## src/rtl/fpu_issue_stage.sv

```systemverilog
// fpu_issue_stage: 2-entry request FIFO feeding a combinational FPU, with a registered result slot.
// Optional sticky exception flags are built in when FPU_STICKY_FLAGS_EN is defined.
module fpu_issue_stage (
  input  logic        clk,
  input  logic        reset,
  input  logic        in_valid,
  output logic        in_ready,
  input  logic [31:0] in_a,
  input  logic [31:0] in_b,
  input  logic [1:0]  in_op,
  input  logic [3:0]  in_tag,
  output logic [31:0] fpu_a,
  output logic [31:0] fpu_b,
  output logic [1:0]  fpu_ctrl,
  input  logic [31:0] fpu_result,
  input  logic [3:0]  fpu_flags,
  output logic        out_valid,
  input  logic        out_ready,
  output logic [31:0] out_result,
  output logic [3:0]  out_flags,
  output logic [3:0]  out_tag,
  input  logic        clear_sticky,
  output logic [3:0]  sticky_flags
);

  typedef struct packed {
    logic [1:0]  op;
    logic [3:0]  tag;
    logic [31:0] a;
    logic [31:0] b;
  } req_t;

  req_t       fifo_q [2];
  req_t       head;
  req_t       in_req;
  logic       wr_ptr;
  logic       rd_ptr;
  logic [1:0] count;
  logic       push;
  logic       pop;
  logic       head_half;

  assign in_req    = '{op: in_op, tag: in_tag, a: in_a, b: in_b};
  assign in_ready  = (count < 2'd2);
  assign push      = in_valid && in_ready;
  // The result slot frees up either when it is empty or when it is consumed this cycle.
  assign pop       = (count != 2'd0) && (!out_valid || out_ready);
  assign head      = fifo_q[rd_ptr];
  assign head_half = ~head.op[0];

  always_comb begin
    fpu_a    = '0;
    fpu_b    = '0;
    fpu_ctrl = '0;
    if (count != 2'd0) begin
      fpu_ctrl = head.op;
      fpu_a    = head_half ? {16'h0, head.a[15:0]} : head.a;
      fpu_b    = head_half ? {16'h0, head.b[15:0]} : head.b;
    end
  end

  // Payload storage carries no reset; occupancy is tracked by count alone.
  always_ff @(posedge clk) begin
    if (push) fifo_q[wr_ptr] <= in_req;
  end

  always_ff @(posedge clk) begin
    if (!reset) begin
      wr_ptr     <= 1'b0;
      rd_ptr     <= 1'b0;
      count      <= 2'd0;
      out_valid  <= 1'b0;
      out_result <= '0;
      out_flags  <= '0;
      out_tag    <= '0;
    end else begin
      if (push) wr_ptr <= ~wr_ptr;
      if (pop)  rd_ptr <= ~rd_ptr;
      if (push && !pop)      count <= count + 2'd1;
      else if (!push && pop) count <= count - 2'd1;
      if (pop) begin
        out_valid  <= 1'b1;
        out_result <= head_half ? {16'h0, fpu_result[15:0]} : fpu_result;
        out_flags  <= fpu_flags;
        out_tag    <= head.tag;
      end else if (out_ready) begin
        out_valid  <= 1'b0;
      end
    end
  end

`ifdef FPU_STICKY_FLAGS_EN
  logic [3:0] sticky_q;

  // A clear coincident with a pop keeps only that pop's flags.
  always_ff @(posedge clk) begin
    if (!reset)            sticky_q <= '0;
    else if (pop)          sticky_q <= (clear_sticky ? 4'h0 : sticky_q) | fpu_flags;
    else if (clear_sticky) sticky_q <= '0;
  end

  assign sticky_flags = sticky_q;
`else
  logic unused_clear_sticky;

  assign unused_clear_sticky = clear_sticky;
  assign sticky_flags        = '0;
`endif

endmodule

```

## config.mk

```make
export PLATFORM = sky130hd
export DESIGN_NAME = fpu_issue_stage
export DESIGN_NICKNAME = d
export VERILOG_FILES = /design/src/rtl/fpu_issue_stage.sv
export SDC_FILE = /design/constraint.sdc
export NUM_CORES = 1
export LEC_CHECK = 0
export ABC_AREA = 1
export CAP_MARGIN = 20
export CORE_ASPECT_RATIO = 1.5
export CORE_MARGIN = 3
export CORE_UTILIZATION = 50
export DETAILED_ROUTE_END_ITERATION = 10
export GPL_TIMING_DRIVEN = 0
export HOLD_SLACK_MARGIN = 0.05
export PLACE_DENSITY = 0.88
export RECOVER_POWER = 25
export SETUP_SLACK_MARGIN = 0.02
export SKIP_LAST_GASP = 1
export SLEW_MARGIN = 10
export SYNTH_ARGS = -nofsm -noshare
export SYNTH_HDL_FRONTEND = slang
export SYNTH_SLANG_ARGS = --single-unit
```

## constraint.sdc

```tcl
create_clock -name clk -period 8.7 [get_ports clk]
set_clock_uncertainty 0.05 [all_clocks]
set_input_delay 1.74 -clock clk [delete_from_list [all_inputs] [get_ports clk]]
set_output_delay 1.74 -clock clk [all_outputs]
set_load 0.02 [all_outputs]
```

==> results of run 1 <==
==> layout make-up <==
| type | instances | area (um^2) |
|---|---|---|
| sequential | 186 | 5125 |
| timing repair buffer | 221 | 2252 |
| antenna | 4 | 10.01 |
| clock buffer | 17 | 425.4 |
| fill | 878 | 3466 |
| multi-input combinational | 360 | 1748 |
| inverter | 11 | 42.54 |
| buffer | 38 | 240.2 |
| clock inverter | 14 | 182.7 |
| tap | 189 | 236.5 |
==> layout by cell type (no fill, tap or decap), types with 17 or more instances in the layout <==
master | netlist | final
a21oi_1 | 69 | 69
a21oi_2 | 18 | 18
clkbuf_16 | 0 | 17
clkdlybuf4s50_1 | 0 | 162
dfxtp_1 | 46 | 46
dlygate4sd3_1 | 0 | 55
edfxtp_1 | 140 | 140
nand2_1 | 172 | 172
nor2_1 | 48 | 46
o21ai_1 | 18 | 18
==> final timing paths <==
path                           start                 endpoint  slack (ps)
max                        flip-flop                fpu_b[22]        4500
min          out_tag[1]$_SDFFE_PN0P_  out_tag[1]$_SDFFE_PN0P_         420
max reg2reg    count[1]$_SDFFE_PN0P_  fifo_q[0][62]$_DFFE_PP_        6950
min reg2reg  out_tag[1]$_SDFFE_PN0P_  out_tag[1]$_SDFFE_PN0P_         420
==> synth_stat cells (all sizes together) <==
| cell type | number | area share [%] |
|---|---|---|
| edfxtp | 140 | 59 |
| dfxtp | 46 | 13 |
| inv | 10 | 0.53 |
| conb | 1 | 0.053 |
| ha | 1 | 0.18 |
| o21ai | 21 | 1.5 |
| clkbuf | 8 | 0.42 |
| nor3 | 1 | 0.070 |
| xor2 | 1 | 0.12 |
| clkinv | 1 | 0.070 |
| buf | 30 | 2.9 |
| a21oi | 87 | 7.1 |
| nand2 | 178 | 9.9 |
| nor2 | 50 | 3.0 |
| nand3 | 17 | 2.3 |
==> sequential cells by signal, indices dropped and copies added, names as in the netlist, named ones only <==
name,cells
count,2
fifo_q,140
out_flags,4
out_result,32
out_tag,4
out_valid,1
rd_ptr,1
wr_ptr,1
==> worst reg2reg max path, cell delays in order (launching register included) <==
cell and delay, ps:
dfxtp_1 340, inv_2 100, nand2_1 150, nor2_4 520
buf_12 280
==> power groups by stage <==
stage	registers (mW)	logic, mW	clock network, mW
final	1.21	1.33	0.788
after global routing	1.22	1.43	0.839
after CTS	1.21	1.35	0.801
after detailed placement	1.23	1.34	0
after global placement	1.24	1.30	0
after floorplan	1.32	0.658	0
==> logic make-up (layout without fill, tap and decap cells) <==
logic type / after synthesis / count (layout) / synth area share, %
adders and majority gates: 1 / 1 / 0.1755
AOI/OAI and AO/OA: 108 / 108 / 8.529
xor gates and xnor gates: 1 / 1 / 0.1229
other: 1 / 8 / 0.05260
and+or+nand+nor: 246 / 246 / 15.27
DFF: 186 / 186 / 71.88
buffers and inverters: 49 / 301 / 3.966
==> per-layer routing <==
metal  wire [um]  vias up
li1            -     2514
met1        6071     2444
met2        9472      207
met3        1550       36
met4         392        6
met5          41        -
==> run metrics, run 1 <==
total global routing overflow=0; Root Buffer=clkbuf_16; Worst VDD drop=approximately 0.22 mV; Syn Std Cell Area=7129 um^2; critical path's largest stage delay=650 ps; GRT Total Usage=22.07%; hold buffer count at CTS=0; arrival time worst endpoint=2410 ps; Synth Area per Inst=12.04 um^2; critical path depth=7; Final Non-Filler Cells=about 1000; met2 usage=about two fifths; Syn-to-layout area delta=43.94%; Leak=3.712 nW; die area=15760 um^2; buffer count from post-CTS setup fixing=0; Via-to-Cell Ratio=5.007; clk_lat worst skew=410 ps; final net count=947; Setup CP Type=reg2out; Crit-path slowest cell=clkdlybuf4s50_1; Critical Path End Type=primary output; status=complete, no violations; max-slew violations=0; first-pass GRT wire length=26590 um; post-route ant nets=0; Final setup viols=0; met1 Usage GRT=22.48%; slew margin rel.=59.26%; number of cells on the worst reg-to-reg path=4; global placer's final weighted congestion=roughly 0.75; CP Max Fanout=10; Fin. Hold Viols=0; overall routed net length=17530 um; Combinational Power Share=about 40%; die width=between 100 and 150 um; Worst-path clk slew=70 ps; synth warn=0; Overall Power=3.324 mW; RSZ-0062 raised after global routing=false; Net Sw Frac=36.02%; Core Util, Final=74.75%; PortBufs=217; Mapped Cells=approximately 590; register area share after synthesis=71.88%; Fin Setup TNS=0 ps; PwrDens=323.9 nW/um^2; die height=152.2 um; TritonCTS Buffers=17; CORE AREA=approximately 14000 um^2; Final Cell Area=10260 um^2; # clock sinks=between 150 and 200; WP buf/inv=5; type of origin of the critical path=flip-flop; pre-CTS setup slack=4929 ps; WHS=422.1 ps; gr busiest metal=met2; share of layout cells above drive strength 1=13.22%; cts repair resizes=0; library cells used by synthesis=28; met3 GRT Util=under 10%; Residual DRC=0; Worst Hold Depth=2; P_sw=1.197 mW; H-tree Lvls=4; Starting Density=51.93%; WL/cell=16.85 um; Internal=2.126 mW; Final WS setup=between 4000 and 5000 ps; Worst Hold Class=reg2reg; Final period util=between 40% and 50%; initial antenna violation count=7; largest net degree at the start of global routing=31; Max Root-Sink Buffers=2; Worst path top cell family by delay=buffers and inverters; Crit path required time=6910 ps; First-pass DRT Iterations=4; DP HPWL=12710 um; fmax=0.2380 GHz; number of global-route vias before repair=5331; Slew @ Worst Pin=609.7 ps; Max-cap violations=0; num rows=52; fin crit period=between 4000 and 5000 ps; CTS tree=built; initial DRC count=235; sequential power share=36.4%; worst path cell trace=buf_6, clkinv_2, buf_4, buf_2, nand2_1, a21oi_1, clkdlybuf4s50_1; FF+latch count, synth=about 190; I/O pins=223; placed cell count=1005; placed inst area=9644 um^2; Vias=5207; clock power share=23.7%
(Power assumes the default switching activity.)
==> run 2, diff against run 1 <==
--- a/config.mk
+++ b/config.mk
@@ -9,11 +9,11 @@
 export CAP_MARGIN = 20
 export CORE_ASPECT_RATIO = 1.5
 export CORE_MARGIN = 3
-export CORE_UTILIZATION = 50
+export CORE_UTILIZATION = 46
 export DETAILED_ROUTE_END_ITERATION = 10
 export GPL_TIMING_DRIVEN = 0
 export HOLD_SLACK_MARGIN = 0.05
-export PLACE_DENSITY = 0.88
+export PLACE_DENSITY = 0.82
 export RECOVER_POWER = 25
 export SETUP_SLACK_MARGIN = 0.02
 export SKIP_LAST_GASP = 1
==> constraint.sdc (replaced) <==
create_clock -name clk -period 4.1 [get_ports clk]
set_clock_uncertainty 0.05 [all_clocks]
set_input_delay 0.82 -clock clk [delete_from_list [all_inputs] [get_ports clk]]
set_output_delay 0.82 -clock clk [all_outputs]
set_load 0.02 [all_outputs]
==> run 2 against run 1 <==
  * Via count shrank 1.7%
  * Cell count increased by 0.96%
  * Power increased by 110%
  * Count of clock-buffer cells in the layout rose by 2
  * Critical path depth up 1
  * Utilization shrank 6.9 points
  * Die area up 8.3%
  * Non-clock buffer count up 1
  * Sequential power rose by 110%
  * First-iteration DRC count is 5.5% higher
  * Wire length is 2.9% lower
  * Register-to-register slack lost 4600 ps
  * Largest cell class unchanged
==> run metrics, run 2 (synthesized netlist as in run 1, its figures left out) <==
Final period util=79.15%; final net count=948 (was 947); Net Sw Frac=36.01% (was 36.02%); met2 routed WL=9018 um (was 9472 um); TritonCTS Buffers=17 (unchanged); fmax=0.3082 GHz; CP Max Fanout=10 (unchanged); Final Cell Area=10270 um^2 (was 10260 um^2); Final setup viols=0 (unchanged); slew margin rel.=55.55% (was 59.26%); CORE AREA=15140 um^2 (was 13730 um^2); status=complete, no violations (unchanged); initial antenna violation count=3 (was 7); die width=107.7 um (was 103.5 um); P_sw=2.506 mW (was 1.197 mW); arrival time worst endpoint=2380 ps (was 2410 ps); fin crit period=between 3000 and 4000 ps; placed inst area=9692 um^2 (was 9644 um^2); I/O pins=223 (unchanged); Syn-to-layout area delta=44.01% (was 43.94%); die area=17060 um^2 (was 15760 um^2); Via-to-Cell Ratio=4.872 (was 5.007); Top Layer Used=met5 (unchanged); number of global-route vias before repair=5254 (was 5331); Setup CP Type=reg2out (unchanged); Residual DRC=0 (unchanged); CTS tree=built (unchanged); Worst Hold Class=reg2reg (unchanged); die height=158.5 um (was 152.2 um); Largest regs=fifo_q (140), out_result (32) (unchanged); overall routed net length=17020 um (was 17530 um); Root Buffer=clkbuf_16 (unchanged); met3 routed WL=1304 um (was 1550 um); GRT Total Usage=19.97% (was 22.07%); largest net degree at the start of global routing=29 (was 31); initial DRC count=248 (was 235); Core Util, Final=67.82% (was 74.75%); Combinational Power Share=40.4% (was 39.9%); Max Root-Sink Buffers=2 (unchanged); clk_lat worst skew=410 ps (about the same); Starting Density=47.09% (was 51.93%); PwrDens=677.6 nW/um^2 (was 323.9 nW/um^2); H-tree Lvls=4 (unchanged); max-slew violations=0 (unchanged); fill count=1091 (was 878); sequential power share=36.8% (was 36.4%); First-pass DRT Iterations=4 (unchanged); global placer's final weighted congestion=0.7464 (was 0.7488); hold buffer count at CTS=0 (unchanged); WHS=419.0 ps (was 422.1 ps); buffer count from post-CTS setup fixing=0 (unchanged); commonest non-fill, non-tap cells in the layout=nand2_1, clkdlybuf4s50_1, edfxtp_1 (unchanged); Top reg by flops=fifo_q (unchanged); Leak=3.702 nW (was 3.712 nW); post-route ant nets=0 (unchanged); num rows=55 (was 52); Slew @ Worst Pin=665.1 ps (was 609.7 ps); share of layout cells above drive strength 1=13.07% (was 13.22%); Internal=4.452 mW (was 2.126 mW); # clock sinks=186 (unchanged); PortBufs=217 (unchanged); WL/cell=16.21 um (was 16.85 um); Fin. Hold Viols=0 (unchanged); Crit path required time=3230 ps (was 6910 ps); Max-cap violations=0 (unchanged); Worst VDD drop=0.3803 mV (was 0.2152 mV); Largest register FFs=140 (unchanged); Met1 Wirelength=6328 um (was 6071 um); type of origin of the critical path=flip-flop (unchanged); Vias=5116 (was 5207); commonest non-fill, non-tap cell in the layout=nand2_1 (unchanged); total global routing overflow=0 (unchanged); first-pass GRT wire length=26030 um (was 26590 um); cts repair resizes=0 (unchanged); DP HPWL=12360 um (was 12710 um); Critical Path End Type=primary output (unchanged); RSZ-0062 raised after global routing=false (unchanged); clock power share=22.8% (was 23.7%); Worst-path clk slew=70 ps (about the same)
## run 2: cell types whose count changed in the layout (fill, tap and decap cells not counted), moves of 2 or more
cell / change
inv_6: -2
clkdlybuf4s50_1: -2
dlygate4sd3_1: +2
buf_16: +2
diode_2: -2
clkinvlp_4: +2
clkbuf_1: +2
## run 2: final timing paths
kind | start | endpoint | slack, ps | depth (start not counted)
min | out_tag[3]$_SDFFE_PN0P_ | out_tag[3]$_SDFFE_PN0P_ | 420 | 2
max | flip-flop | fpu_a[28] | 850 | 8
min reg2reg | out_tag[3]$_SDFFE_PN0P_ | out_tag[3]$_SDFFE_PN0P_ | 420 | 2
max reg2reg | count[1]$_SDFFE_PN0P_ | fifo_q[0][44]$_DFFE_PP_ | 2310 | 4
## run 2: worst max-delay path, stage by stage, from the launching register on
cell	delay, ps
dfxtp_1	310
buf_6	140
clkinv_2	150
nand2_4	90
nand2_8	110
nand2_4	100
buf_2	200
a21oi_1	190
clkdlybuf4s50_1	650
## run 2: layout make-up
type	count	area (um^2)	area share, %
clock inverters	13	137.6	1.340
inverters	11	42.54	0.4143
flip-flops and latches	186	5125	49.91
plain buffers	38	240.2	2.340
multi-input cells	360	1748	17.02
well taps	199	249.0	2.425
clock buffers	19	432.9	4.216
diodes	2	5.005	0.04875
repair buffers	222	2287	22.28
## run 2: power by group through the flow
stage | logic, mW | registers, mW | clock network [mW]
after floorplan | 1.40 | 2.78 | 0
after global placement | 2.76 | 2.60 | 0
after detailed placement | 2.85 | 2.60 | 0
after CTS | 2.86 | 2.56 | 1.62
after global routing | 3.05 | 2.59 | 1.71
final | 2.81 | 2.56 | 1.59
## run 2: stage by stage
stage | instances | worst slack, ps | TNS (ps) | power, mW
6_report | 1050 | 854.9 | 0 | 6.957
5_1_grt | 1049 | 728.2 | 0 | 7.353
4_1_cts | 1048 | 826.1 | 0 | 7.045
3_5_place_dp | 1016 | 1303 | 0 | 5.451
3_3_place_gp | 1011 | -705.5 | -97090 | 5.368
2_1_floorplan | 595 | 865.4 | 0 | 4.179
## run 2: per-layer routing
layer  vias to the layer above  GRT usage (%)
met5                         -              0
met3                        31          7.018
li1                       2509              -
met4                         4          7.521
met1                      2390          21.38
met2                       182          36.03
